File: src/rtl/game_round_ctrl.sv
// Round controller for the memory-sequence game: generate -> playback -> input -> check -> result.
// Latency: outputs are registered from next_state, so they are valid in the first cycle of each new state.
// Backpressure: none; waits on seq_ready / play_done / input_done / time_up handshakes from the peripherals.
//
// Ports:
//   clk, rst_n        clock, asynchronous active-low reset
//   restart           synchronous pulse, aborts the game back to IDLE with counters re-initialised
//   seq_ready         generator has a valid answer_seq
//   answer_seq        expected sequence (SEQ_W bits)
//   play_done         playback finished
//   input_done        user entry complete
//   user_seq          entered sequence (SEQ_W bits)
//   time_up           input timer expired
//   en_gen            one-cycle pulse on each entry to GEN
//   start_play        one-cycle pulse on entry to SHOW
//   enable_input      input collector enable (level, WAIT only)
//   timer_run         input timer run (level, WAIT only)
//   state_out         current state code
//   round_num         current round, 1-based
//   score             rounds passed
//   lives_left        remaining lives
//   round_clear       one-cycle pulse on entry to PASS
//   round_fail        one-cycle pulse on entry to FAIL
//   is_correct        level, result of the last check
//   game_clear        level while in CLEAR
//   game_over         level while in OVER

module game_round_ctrl #(
  parameter int SEQ_W      = 32,
  parameter int ROUND_W    = 3,
  parameter int NUM_ROUNDS = 6,
  parameter int LIVES      = 3,
  parameter int LIVES_W    = 2,
  parameter int TMR_W      = 28,
  parameter int START_CYC  = 150000000,
  parameter int CHECK_CYC  = 25000000,
  parameter int RESULT_CYC = 150000000,
  parameter int RETRY_MODE = 0
) (
  input  logic               clk,
  input  logic               rst_n,
  input  logic               restart,
  input  logic               seq_ready,
  input  logic [SEQ_W-1:0]   answer_seq,
  input  logic               play_done,
  input  logic               input_done,
  input  logic [SEQ_W-1:0]   user_seq,
  input  logic               time_up,
  output logic               en_gen,
  output logic               start_play,
  output logic               enable_input,
  output logic               timer_run,
  output logic [3:0]         state_out,
  output logic [ROUND_W-1:0] round_num,
  output logic [ROUND_W-1:0] score,
  output logic [LIVES_W-1:0] lives_left,
  output logic               round_clear,
  output logic               round_fail,
  output logic               is_correct,
  output logic               game_clear,
  output logic               game_over
);

  typedef enum logic [3:0] {
    S_IDLE  = 4'd0,
    S_GEN   = 4'd1,
    S_SHOW  = 4'd2,
    S_WAIT  = 4'd3,
    S_CHECK = 4'd4,
    S_PASS  = 4'd5,
    S_FAIL  = 4'd6,
    S_CLEAR = 4'd7,
    S_OVER  = 4'd8
  } state_t;

  // Terminal counts of the dwell timer, pre-sized to the timer width.
  localparam logic [TMR_W-1:0]   START_LAST  = TMR_W'(START_CYC - 1);
  localparam logic [TMR_W-1:0]   CHECK_LAST  = TMR_W'(CHECK_CYC - 1);
  localparam logic [TMR_W-1:0]   RESULT_LAST = TMR_W'(RESULT_CYC - 1);
  localparam logic [ROUND_W-1:0] LAST_ROUND  = ROUND_W'(NUM_ROUNDS);
  localparam logic [ROUND_W-1:0] FIRST_ROUND = ROUND_W'(1);
  localparam logic [LIVES_W-1:0] LIVES_INIT  = LIVES_W'(LIVES);

  state_t           state;
  state_t           next_state;
  logic [TMR_W-1:0] timer;

  logic state_change;
  logic timer_counts;
  logic enter_gen;
  logic enter_show;
  logic enter_pass;
  logic enter_fail;
  logic advance_round;
  logic last_round;

  assign last_round   = (round_num == LAST_ROUND);
  assign state_change = (next_state != state);

  // The dwell timer only matters in states that leave on a fixed delay.
  assign timer_counts = (state == S_IDLE) || (state == S_CHECK) ||
                        (state == S_PASS) || (state == S_FAIL);

  assign enter_gen  = (next_state == S_GEN)  && (state != S_GEN);
  assign enter_show = (next_state == S_SHOW) && (state != S_SHOW);
  assign enter_pass = (next_state == S_PASS) && (state != S_PASS);
  assign enter_fail = (next_state == S_FAIL) && (state != S_FAIL);

  // A round is consumed on PASS->GEN always, and on FAIL->GEN only when a
  // failed round is not replayed.
  assign advance_round = ((state == S_PASS) && (next_state == S_GEN)) ||
                         ((state == S_FAIL) && (next_state == S_GEN) && (RETRY_MODE == 0));

  always_comb begin
    next_state = state;
    if (restart) begin
      next_state = S_IDLE;
    end else begin
      case (state)
        S_IDLE: begin
          if (timer == START_LAST) next_state = S_GEN;
        end
        S_GEN: begin
          if (seq_ready) next_state = S_SHOW;
        end
        S_SHOW: begin
          // start_play is high in the first SHOW cycle; a play_done seen
          // then belongs to the previous playback, not the one just started.
          if (play_done && !start_play) next_state = S_WAIT;
        end
        S_WAIT: begin
          // Timeout beats a coincident entry.
          if (time_up)         next_state = S_FAIL;
          else if (input_done) next_state = S_CHECK;
        end
        S_CHECK: begin
          if (timer == CHECK_LAST) begin
            if (answer_seq == user_seq) next_state = S_PASS;
            else                        next_state = S_FAIL;
          end
        end
        S_PASS: begin
          if (timer == RESULT_LAST) begin
            if (last_round) next_state = S_CLEAR;
            else            next_state = S_GEN;
          end
        end
        S_FAIL: begin
          // lives_left was already decremented on FAIL entry.
          if (timer == RESULT_LAST) begin
            if (lives_left == '0)    next_state = S_OVER;
            else if (RETRY_MODE != 0) next_state = S_GEN;
            else if (last_round)     next_state = S_OVER;
            else                     next_state = S_GEN;
          end
        end
        S_CLEAR: next_state = S_CLEAR;
        S_OVER:  next_state = S_OVER;
        default: next_state = S_IDLE;
      endcase
    end
  end

  always_ff @(posedge clk or negedge rst_n) begin
    if (!rst_n) begin
      state        <= S_IDLE;
      timer        <= '0;
      round_num    <= FIRST_ROUND;
      score        <= '0;
      lives_left   <= LIVES_INIT;
      en_gen       <= 1'b0;
      start_play   <= 1'b0;
      enable_input <= 1'b0;
      timer_run    <= 1'b0;
      state_out    <= S_IDLE;
      round_clear  <= 1'b0;
      round_fail   <= 1'b0;
      is_correct   <= 1'b0;
      game_clear   <= 1'b0;
      game_over    <= 1'b0;
    end else begin
      state <= next_state;

      // Dwell timer: restarts from 0 in each new state, saturates at all-ones.
      if (state_change || restart) begin
        timer <= '0;
      end else if (timer_counts) begin
        if (timer != '1) timer <= timer + 1'b1;
      end else begin
        timer <= '0;
      end

      if (restart) begin
        round_num  <= FIRST_ROUND;
        score      <= '0;
        lives_left <= LIVES_INIT;
      end else begin
        if (enter_pass) score <= score + 1'b1;
        if (enter_fail && (lives_left != '0)) lives_left <= lives_left - 1'b1;
        if (advance_round) round_num <= round_num + 1'b1;
      end

      // Registered outputs decoded from next_state.
      state_out    <= next_state;
      en_gen       <= enter_gen;
      start_play   <= enter_show;
      enable_input <= (next_state == S_WAIT);
      timer_run    <= (next_state == S_WAIT);
      round_clear  <= enter_pass;
      round_fail   <= enter_fail;
      game_clear   <= (next_state == S_CLEAR);
      game_over    <= (next_state == S_OVER);

      // is_correct persists through GEN..CHECK and the terminal states.
      if (restart)         is_correct <= 1'b0;
      else if (enter_pass) is_correct <= 1'b1;
      else if (enter_fail) is_correct <= 1'b0;
    end
  end

endmodule

File: config.mk
export PLATFORM = sky130hd
export DESIGN_NAME = game_round_ctrl
export DESIGN_NICKNAME = d
export VERILOG_FILES = /design/src/rtl/game_round_ctrl.sv
export SDC_FILE = /design/constraint.sdc
export NUM_CORES = 1
export LEC_CHECK = 0
export CAP_MARGIN = 20
export CELL_PAD_IN_SITES_DETAIL_PLACEMENT = 1
export CELL_PAD_IN_SITES_GLOBAL_PLACEMENT = 1
export CORE_ASPECT_RATIO = 0.75
export CORE_MARGIN = 5
export CORE_UTILIZATION = 36
export DETAILED_ROUTE_END_ITERATION = 10
export PLACE_DENSITY = 0.82
export SYNTH_ARGS = -nofsm -noshare
export SYNTH_HDL_FRONTEND = slang
export SYNTH_SLANG_ARGS = --single-unit
File: constraint.sdc
create_clock -name clk -period 3.2 [get_ports clk]
set_input_delay 0.8 -clock clk [delete_from_list [all_inputs] [get_ports clk]]
set_output_delay 0.8 -clock clk [all_outputs]
set_load 0.005 [all_outputs]
==> impl.org, run 1 <==
** Setup path
- STA classifies the critical path endpoint as a flop.
- Worst reg-to-reg setup slack :: between 0.15 and 0.2 ns
- Worst setup startpoint :: input_done
- STA classifies the critical path startpoint as an input pin.
- Reg-to-reg critical path startpoint :: timer[0]$_DFFE_PN0P_
- Endpoint arrival time on the critical path :: between 3 and 4 ns
- Along the worst path, the maximum fanout reaches 28.
- By startpoint and endpoint, the worst setup path is classified as in -> reg.
- Number of cells traversed by the worst register-to-register path :: 9
- Data on the critical path is required at its endpoint by 3.41 ns.
- The endpoint identified for the worst register-to-register timing path is timer[24]$_DFFE_PN0P_.

** Layout
- The post-route netlist has 11.5% of its cells at a drive strength greater than 1.
- Final standard cell count with taps included and fillers excluded :: 572
- After the last flow step, the layout net total stands at 535.
- For this run, the share of the core covered by cells in the final layout is approximately half.
- Antenna diodes :: 0
- Post-synthesis to final-layout area growth :: 38.6%
- Layout Cell Area excl Fill :: 4540 um2

** Drt
- Residual antenna-violating net count after detailed routing :: 0
- Remaining routing DRC violations :: 0
- Detailed-route via count :: roughly 3,100
- Total wire length :: 10,400 um
- In this run, the number of DRC markers left after iteration 0 of detailed routing was 121.
- Detail-routed via count per cell :: 5.45
- For this run, the detailed router's first-pass iteration total came to 4.
- Dividing the detail-routed wire length by the instance count gives 18.2 um.

** GRT
- In the global route stage, overall resource usage came out at 18.8%.
- Total gr overflow :: 0
- Pin count of the biggest net entering global routing :: 33
- The first global-routing pass estimated 16,800 um of wire.
- The number of antenna violations at the first check in global routing is 0.
- The via count of the first global-routing pass was approximately 3,200.

** Timing
- Setup repair after global routing missed its margin :: no
- Final Worst Setup Slack :: about 0.15 ns
- Clk_skew :: 0.00710 ns
- Count of final setup violators :: 0
- Setup TNS Final :: 0 ns
- Period Utilization, post-route :: a little over nine tenths
- On the final layout, the worst hold slack is 0.412 ns.
- For the pin with the worst max-slew slack, the measured transition is 0.883 ns.
- The worst path in the final design needs a cycle of 3.05 ns, including I/O delays and setup.
- Final hold vios :: 0
- Remaining max-slew budget at the tightest pin :: about 41%
- Pins over their slew limit :: 0
- Based on the critical path, the design can be clocked at up to 328 MHz.

** Synth
- Number of standard cells after synthesis :: 351
- Synthesized flop and latch total :: 48
- After synthesis, the share of flip-flops with an asynchronous set or reset is 100%.
- Cell taking the most area after synthesis :: dfrtp_1
- The synthesized netlist occupies a cell area of around 3300 um2.
- The number of different library cells used by synthesis comes to 66.
- Total nets after synthesis :: 427
- Synth top area share :: 34.4%
- During synthesis, Yosys emitted a total of 0 warnings.
- Post-synthesis average cell area :: around 9.3 um2
- The most common cell in the synthesized netlist is nor2_1.
- Number of enable-type register cells in the synthesized netlist :: 0
- Sorting the synthesized cells by area gives the leading types as dfrtp_1 34%, xor2_1 13%, nor2_1 6.6%.
- In the synthesized netlist the dominant register cell turns out to be dfrtp_1.
- For this run, the register share of the synthesized area comes to approximately 37%.
- After synthesis, the most frequently instantiated cells are 58 x nor2_1, 48 x xor2_1, 45 x dfrtp_1, 22 x nand2_1, 14 x nand4_1.

** Clock network
- TritonCTS built the clock tree.
- Buffers inserted to repair hold after CTS numbered 0.
- Maximum count of clock buffers along a single path :: 2
- For the worst-skew pair, the clock arrives at the later sink with an insertion delay of 0.29 ns.
- Number of gates given a new drive strength after cts :: 0
- CTS placed an instance of clkbuf_16 at the clock tree root.
- The number of clock buffers added by TritonCTS is 5.
- Number of sinks driven by the clock tree :: between 40 and 50
- The clock tree synthesis step divided the H-tree into 2 levels.
- Number of post-CTS setup repair buffers :: 0
- Clock-pin slew on the worst setup and hold paths :: 0.07 ns

** Floorplanning
- Die H :: 92.6 um
- Placeable core region :: 8970 um2
- In this run the core area contains 30 standard-cell rows.
- Die area :: 11,100 um2
- During I/O placement, the number of pins put on the boundary was between 90 and 100.
- Horizontal extent of the die :: 120 um
- For this configuration, the core starts out at a cell density of 36.5%.

** Power and ir drop
- Leakage power of the design :: 1.87 nW
- Worst supply voltage drop on vdd :: 0.194 mV
- Overall power consumption after layout is estimated at approximately 1.3 mW.
- Cell Pwr Density :: 293 nW/um2

** Outcome
- Status :: finished, final reports clean

** Placed design
- Summed over all nets, the half-perimeter wirelength after detailed placement is 8190 um.
- Total placed cells including tap cells :: 564
- After detailed placement, the total cell area comes to about 4400 um2.
- Port Buffer Count :: 91
- At the end of routability-driven placement, the weighted congestion stood at a little over 0.9.
- Worst slack at placement :: -0.0948 ns

** Flow run
- Max-cap violations in this run came to 0.

** Min path
- Worst Hold Class :: in -> async
registers in the layout (all words and copies together) (netlist names), 2 cells and up:
signal and count:
round_num 3, lives_left 2, score 3, timer 28, state 4
metal layers:
metal	share of wire (%)	global-route usage [%]
met2	43	29.2
met4	0.98	4.58
met3	8.5	4.40
met1	47	26.3
met5	0	0
kinds of logic (layout without fill, tap and decap cells):
| kind of cell | count (synthesis) | in the layout | synth area share [%] |
|---|---|---|---|
| simple gates | 174 | 174 | 29.9 |
| xor+xnor | 59 | 59 | 15.8 |
| flops | 48 | 48 | 36.8 |
| compound gates | 39 | 39 | 9.89 |
| buf+inv | 20 | 129 | 3.78 |
| mux | 6 | 6 | 1.99 |
| fa+ha+maj | 5 | 5 | 1.91 |
report_power, final:
group / total [mW] / internal, mW / leakage, nW / switching [mW]
clock network: 0.543 / 0.312 / 0.0701 / 0.231
registers: 0.614 / 0.610 / 0.658 / 0.00411
logic: 0.175 / 0.107 / 1.15 / 0.0678
worst max-delay path, stage by stage:
cell and delay, ns:
clkdlybuf4s50_1 0.49, o21ai_1 0.09, a21o_1 0.22, a311oi_1 0.39, o221ai_1 0.27, a2111oi_4 0.50, o211ai_4 0.14, buf_12 0.19
nor3_1 0.18
how the worst max path moves through the flow:
stage | slack (ns) | cells past startpoint | endpoint
floorplan | 0.57 | 7 | score[2]$_DFFE_PN0P_
global placement | -0.06 | 10 | score[2]$_DFFE_PN0P_
detailed placement | -0.09 | 10 | score[2]$_DFFE_PN0P_
CTS | 0.18 | 10 | score[2]$_DFFE_PN0P_
global route | 0.07 | 10 | score[2]$_DFFE_PN0P_
finish | 0.15 | 9 | timer[24]$_DFFE_PN0P_
layout by cell type, fill, tap and decap left out, types with 11 or more instances in the layout:
cell / instances
clkdlybuf4s50_1: 90
nor2_1: 58
xor2_1: 48
dfrtp_1: 45
nand2_1: 22
buf_4: 17
nand4_1: 14
nor4_1: 13
inv_1: 12
nor3_1: 12
xnor2_1: 11
layout make-up:
cell class	instances	area [um2]
clock buffers	7	143
clock inverters	1	7.51
fillers	1013	4430
inverters	12	45.0
multi-input cells	283	1950
flip-flops and latches	48	1200
well taps	112	140
repair buffers	109	1050
No activity file was read; power rests on OpenSTA's default activity.
==> run 2: changes to the inputs <==
--- a/config.mk
+++ b/config.mk
@@ -10,8 +10,9 @@
 export CELL_PAD_IN_SITES_GLOBAL_PLACEMENT = 1
 export CORE_ASPECT_RATIO = 0.75
 export CORE_MARGIN = 5
-export CORE_UTILIZATION = 36
+export CORE_UTILIZATION = 48
 export DETAILED_ROUTE_END_ITERATION = 10
+export DONT_BUFFER_PORTS = 1
 export PLACE_DENSITY = 0.82
 export SYNTH_ARGS = -nofsm -noshare
 export SYNTH_HDL_FRONTEND = slang
==> impl.org, run 2 (synthesis gave the netlist of run 1 again) <==
** Outcome
- Status :: finished, final reports clean

** Setup path
- Setup crit end kind :: flop
- For the worst setup path, the data required time is around 3.4 ns.
- The worst setup path is of the reg -> reg kind.
- In this run the worst path has a maximum fanout of 28.
- The worst setup path is launched from a flop.
- Sequence of cells on the critical path :: ha_1, and3_1, and4_4, a311oi_1, o221ai_1, a2111oi_4, o211ai_4, buf_12, nor3_1
- Worst reg-to-reg setup slack :: 0.31 ns
- Endpoint arrival time on the critical path :: between 3 and 4 ns
- Crit path largest cell delay :: approximately 0.52 ns
- Cell type of the slowest stage on the worst timing path :: a2111oi_4

** Clock network
- In this run the number of H-tree levels came out at 2.
- Clock latency at the later pin of the worst-skew pair :: 0.30 ns
- Maximum count of clock buffers along a single path :: 2
- Number of buffers created by CTS :: 5
- Hold Buf Count CTS :: 0
- The tree is rooted in a clkbuf_8.
- Number of post-CTS setup repair buffers :: 0
- After clock tree synthesis, the clock-pin slew on the worst setup and hold paths is 0.09 ns.
- Counting every sink on the clock net gives 48.
- CTS tree :: done
- The number of gates resized after CTS was 0.

** Power and ir drop
- Net switching is 23.2% of the power.
- The clock network is responsible for 36.6% of the overall power.
- The design draws 1.06 mW.
- Across the VDD grid, the largest voltage drop is ~0.25 mV.
- For this design the ratio of total power to cell area is 306 nW/um2.
- The analysis attributes to cell leakage a power of between 1 and 1.5 nW.
- Sequential power share :: 57.7%
- The internal power of the cells totals 0.817 mW.
- Sw power :: 0.247 mW
- Combinational share of power :: ~5.7%

** Placed design
- At the end of routability-driven placement, the weighted congestion stood at approximately 0.9.
- Cell area reported after detailed placement :: between 3000 and 4000 um2
- During placement, the flow inserted port buffers numbering 0.
- Worst slack at placement :: 0.176 ns
- HPWL reported at the end of detailed placement :: 7150 um
- Total placed cells including tap cells :: roughly 440

** GRT
- The first global-routing pass estimated approximately 15,000 um of wire.
- Pin count of the biggest net entering global routing :: 49
- For this run, global-route usage on met2 was measured as 36.3%.
- Routing usage on met3 :: roughly 5.1%
- Overall global routing resource usage :: 22.0%
- Most congested layer reported by global routing :: met2
- Met1 track utilization from global routing :: 29.9%
- The number of antenna violations at the first check in global routing is 0.
- The via count of the first global-routing pass came to about 2,800.
- Summed over all layers, the global routing overflow is 0.

** Timing
- For the finished layout, the period the worst path requires is 2.89 ns.
- The worst path meets setup with 0.306 ns of slack.
- Remaining max-slew budget at the tightest pin :: 45.6%
- Maximum frequency from static timing analysis :: between 300 and 400 MHz
- Setup TNS Final :: 0 ns
- Pins over their slew limit :: 0
- The clock arrives with roughly 0.0034 ns of skew.
- Final hold vios :: 0
- Post-Route Hold Slack :: 0.180 ns
- Count of final setup violators :: 0
- Period Utilization, post-route :: 90.4%
- Setup repair after global routing missed its margin :: no
- At the pin with the least slew margin, the transition time is 0.814 ns.

** Layout
- Most used cells in the layout excluding fill and tap cells :: 58 x nor2_1, 48 x xor2_1, 45 x dfrtp_1
- The register with the most flip-flops in the layout has 28 of them.
- For this run, the number of standard cells in the final layout without fillers is approximately 440.
- Top flop regs :: timer (28), state (4)
- Most flops, register :: timer
- Antenna diodes :: 0
- Share of post-route cells with drive strength above 1 :: 12.0%
- Post-synthesis to final-layout area growth :: 6.07%
- Once layout is complete, the utilization of the core stands at 51.6%.
- The multi-input combinational cells in the finished layout cover a total of just under 2000 um2.
- After filler insertion, the fill cell instance count of the layout stands at 793.
- Once layout is done, the placed cells without fillers occupy between 3000 and 4000 um2.
- The final layout contains 434 nets.
- Leading cell type in the layout, fill and taps excluded :: nor2_1
- In the final layout, flip-flops and latches occupy 1200 um2.

** Floorplanning
- Die area :: roughly 8600 um2
- Measured along the y axis, the die boundary spans 81.6 um.
- Horizontal extent of the die :: 105 um
- Std cell rows :: 26
- Placeable core region :: 6730 um2
- The initial utilization of the core area, before any placement, comes to 48.7%.
- I/O pin count :: a little over 90

** Flow run
- The tool flagged a number of max-cap violations equal to 0.

** Min path
- In this run the worst hold path is classified as in -> async.

** Drt
- Iter 0 DRT Violations :: between 150 and 200
- After detailed routing, the number of remaining DRC violations is 0.
- The first detailed-routing pass ran for 4 iterations.
- Dividing the detail-routed wire length by the instance count gives just over 20 um.
- The final layout contains routed wiring with a total length of 9150 um.
- The detailed router placed 2,702 vias in this run.
- Detail-routed via count per cell :: 6.10
- Residual antenna-violating net count after detailed routing :: 0
run 2: cell types whose count changed in the layout (fill, tap and decap cells not counted):
cell / change
a311oi_2: +1
a311oi_1: -1
clkdlybuf4s50_1: -90
clkbuf_8: +5
buf_4: -10
buf_2: -1
clkbuf_16: -5
run 2: layer usage:
| layer | share of wire (%) | vias up |
|---|---|---|
| li1 | - | 1257 |
| met1 | 46 | 1326 |
| met2 | 46 | 111 |
| met3 | 8.0 | 8 |
| met4 | 0.83 | 0 |
| met5 | 0 | - |
run 2: cell type report:
class / count / area share, %
Clock buffer: 7 / 2.48
Inverter: 12 / 1.30
Clock inverter: 1 / 0.216
Multi-Input combinational cell: 283 / 56.2
Sequential cell: 48 / 34.7
Tap cell: 84 / 3.02
Timing Repair Buffer: 8 / 2.09
run 2: worst paths after layout:
path,from,end,cells after the start
max,timer[0]$_DFFE_PN0P_,timer[24]$_DFFE_PN0P_,9
min,rst_n,is_correct$_DFFE_PN0P_,0
max reg2reg,timer[0]$_DFFE_PN0P_,timer[24]$_DFFE_PN0P_,9
min reg2reg,score[0]$_DFFE_PN0P_,score[0]$_DFFE_PN0P_,1
max in group asynchronous,rst_n,round_num[0]$_DFFE_PN1P_,0
min in group clk,restart,round_num[2]$_DFFE_PN0P_,1
run 2: critical path, delay by kind of cell (launching register included):
kind	cells	cell delay, ns
buf+inv	1	0.19
compound gates	4	1.34
flops	1	0.42
simple gates	3	0.55
fa+ha+maj	1	0.28
run 2: power by group through the flow:
stage | Combinational (mW) | Clock, mW | Sequential (mW)
2_1_floorplan | 0.0516 | 0 | 0.625
3_3_place_gp | 0.0578 | 0 | 0.625
3_5_place_dp | 0.0611 | 0 | 0.626
4_1_cts | 0.0616 | 0.396 | 0.614
5_1_grt | 0.0683 | 0.430 | 0.615
6_report | 0.0607 | 0.389 | 0.614
==> run 3: changes to the inputs <==
==> constraint.sdc (replaced) <==
create_clock -name clk -period 3.2 [get_ports clk]
set_input_delay 0.64 -clock clk [delete_from_list [all_inputs] [get_ports clk]]
set_output_delay 0.64 -clock clk [all_outputs]
set_load 0.005 [all_outputs]
==> impl.org, run 3 (synthesis gave the netlist of run 1 again) <==
** Placed design
- Total placed cells including tap cells :: 437
- After legalization and detailed placement, the total HPWL measured roughly 7600 um.
- Port Buffer Count :: 0
- GP Congestion :: approximately 0.85
- At the placement stage, the worst setup path has a slack of 0.249 ns.

** Timing
- The number of pins with negative max-slew slack in the final report came to 0.
- Final hold vios :: 0
- Remaining max-slew budget at the tightest pin :: 44.0%
- Setup repair after global routing left no endpoint under its margin.
- Final hold analysis gives a worst-case slack of 0.153 ns.
- Maximum frequency from static timing analysis :: 326 MHz
- After layout, the minimum clock period comes to 3.07 ns.
- Setup TNS Final :: 0 ns
- Clock skew on the completed layout was measured at 0.00859 ns.
- Worst Max-Slew Pin Slew :: between 0.8 and 0.9 ns
- Count of final setup violators :: 0
- Final Worst Setup Slack :: 0.135 ns
- In the finished design, the share of the clock period the worst path needs comes to 95.8%.

** Setup path
- The setup path with the least slack is of type reg -> reg.
- Sequence of cells on the critical path :: ha_1, and3_1, and4_4, a311oi_1, o221ai_1, a2111oi_4, o211ai_4, buf_4, nor2_1
- Kind of launch point of the worst setup path :: flop
- Of all nets on the critical path, the largest fanout is 14.
- Number of cells traversed by the worst register-to-register path :: 9
- Crit path largest cell delay :: 0.59 ns
- For the worst setup path, the data arrival time is 3.31 ns.
- Setup crit end kind :: flop
- Data on the critical path is required at its endpoint by ~3.5 ns.
- Cell type of the slowest stage on the worst timing path :: a311oi_1

** Clock network
- Clock-pin slew on the worst setup and hold paths :: about 0.10 ns
- Number of sinks driven by the clock tree :: 48
- Cell at the root of the clock tree :: clkbuf_8
- Number of buffers created by CTS :: 5
- TritonCTS built the clock tree.
- Maximum count of clock buffers along a single path :: 2
- The H-tree was split into 2 levels.
- Clock latency at the later pin of the worst-skew pair :: 0.32 ns
- After clock tree synthesis, the setup repair step added 0 buffers.

** Drt
- After detailed routing, the number of remaining DRC violations is 0.
- The final layout contains routed wiring with a total length of 10,100 um.
- Using the TritonRoute via totals, the vias-per-cell ratio works out to 6.29.
- Residual antenna-violating net count after detailed routing :: 0
- Dividing the detail-routed wire length by the instance count gives roughly 23 um.
- The first routing iteration left 147 violations.
- Detailed-route via count :: 2,812
- The first TritonRoute pass finished after 5 iterations.

** Layout
- Of the cells placed in the final design, the portion with a size suffix greater than 1 is 12.7%.
- The register with the most flip-flops in the layout has 28 of them.
- Final standard cell count with taps included and fillers excluded :: 447
- Post-synthesis to final-layout area growth :: 7.94%
- The library cell used most frequently in the layout, excluding fill and tap cells, is nor2_1.
- The final layout contains 438 nets.
- Most flops, register :: timer
- Leaving out fill and tap cells, the most frequent cells in the layout are 58 x nor2_1, 48 x xor2_1, 45 x dfrtp_1.
- Antenna diodes :: 0
- Top flop regs :: timer (28), state (4)
- At the end of the flow the core is filled with cells to 52.5%.

** GRT
- Global routing finished with a remaining overflow of 0.
- Routing usage on met3 :: 6.68%
- Across every metal layer, demand over resource in global routing totals 24.8%.
- Number of antenna violations at the first check in global routing :: 0
- Met1 track utilization from global routing :: 31.8%
- Met2 track demand over resource in global routing :: a little over two fifths
- The via count of the first global-routing pass came to between 3,000 and 4,000.
- The first global-routing pass estimated between 15,000 and 20,000 um of wire.
- The global routing stage identified its most utilized layer as met2.
- Pin count of the biggest net entering global routing :: 49

** Floorplanning
- The die covers 8600 um2.
- Die H :: between 80 and 90 um
- Std cell rows :: 26
- The die is 105 um wide.
- For this design the top-level I/O count stands at 92.
- Initial standard-cell utilization of the core :: 48.7%
- In this run the standard cell core region covers about 6700 um2.

** Min path
- Worst Hold Class :: in -> async

** Flow run
- Across the run, the number of max-cap violations was 0.

** Power and ir drop
- Worst supply voltage drop on vdd :: 0.162 mV
- Cell Pwr Density :: 332 nW/um2
- For this design the static power due to leakage is 1.49 nW.

** Outcome
- Status :: finished, final reports clean
-- run 3: final timing paths --
check	start	to	slack, ns
max	timer[0]$_DFFE_PN0P_	timer[21]$_DFFE_PN0P_	0.13
min	rst_n	state[1]$_DFF_PN0_	0.15
max reg2reg	timer[0]$_DFFE_PN0P_	timer[21]$_DFFE_PN0P_	0.13
min reg2reg	lives_left[0]$_DFFE_PN1P_	lives_left[0]$_DFFE_PN1P_	0.55
max in group asynchronous	rst_n	start_play$_DFF_PN0_	2.31
min in group clk	restart	round_num[2]$_DFFE_PN0P_	0.37
-- run 3: power breakdown --
group / total, mW / switching (mW) / leakage (nW) / internal [mW]
clock: 0.487 / 0.231 / 0.0614 / 0.256
sequential: 0.614 / 0.00397 / 0.658 / 0.610
combinational: 0.0752 / 0.0405 / 0.772 / 0.0347
total: 1.18 / 0.275 / 1.49 / 0.900
-- run 3: critical path: cells and delay by family (launching register included) --
family / cells / cell delay, ns
compound gates: 4 / 1.59
simple gates: 3 / 0.48
buf+inv: 1 / 0.24
fa+ha+maj: 1 / 0.26
flops: 1 / 0.42
-- run 3: layout make-up --
| class | count | area [um2] |
|---|---|---|
| Multi-Input combinational cell | 283 | 1950 |
| Inverter | 12 | 45.0 |
| Tap cell | 84 | 105 |
| Sequential cell | 48 | 1200 |
| Timing Repair Buffer | 12 | 113 |
| Clock inverter | 2 | 38.8 |
| Clock buffer | 6 | 82.6 |
| Fill cell | 785 | 3200 |
-- run 3: stage by stage --
step | power [mW] | cell area [um2]
after floorplan | 0.676 | 3280
after global placement | 0.681 | 3380
after detailed placement | 0.684 | 3380
after CTS | 1.16 | 3500
after global routing | 1.22 | 3540
final | 1.18 | 3540
-- run 3: what timing repair did --
item	4_1_cts	5_1_grt
endpoints found under the setup margin	0	0
resized for setup	0	0
hold buffers	0	2
endpoints found under the hold margin	0	41
-- run 3: layer usage --
layer | part of all wire [%] | up-vias
met5 | 0 | -
li1 | - | 1268
met2 | 46 | 146
met4 | 1.3 | 0
met3 | 9.7 | 14
met1 | 43 | 1384
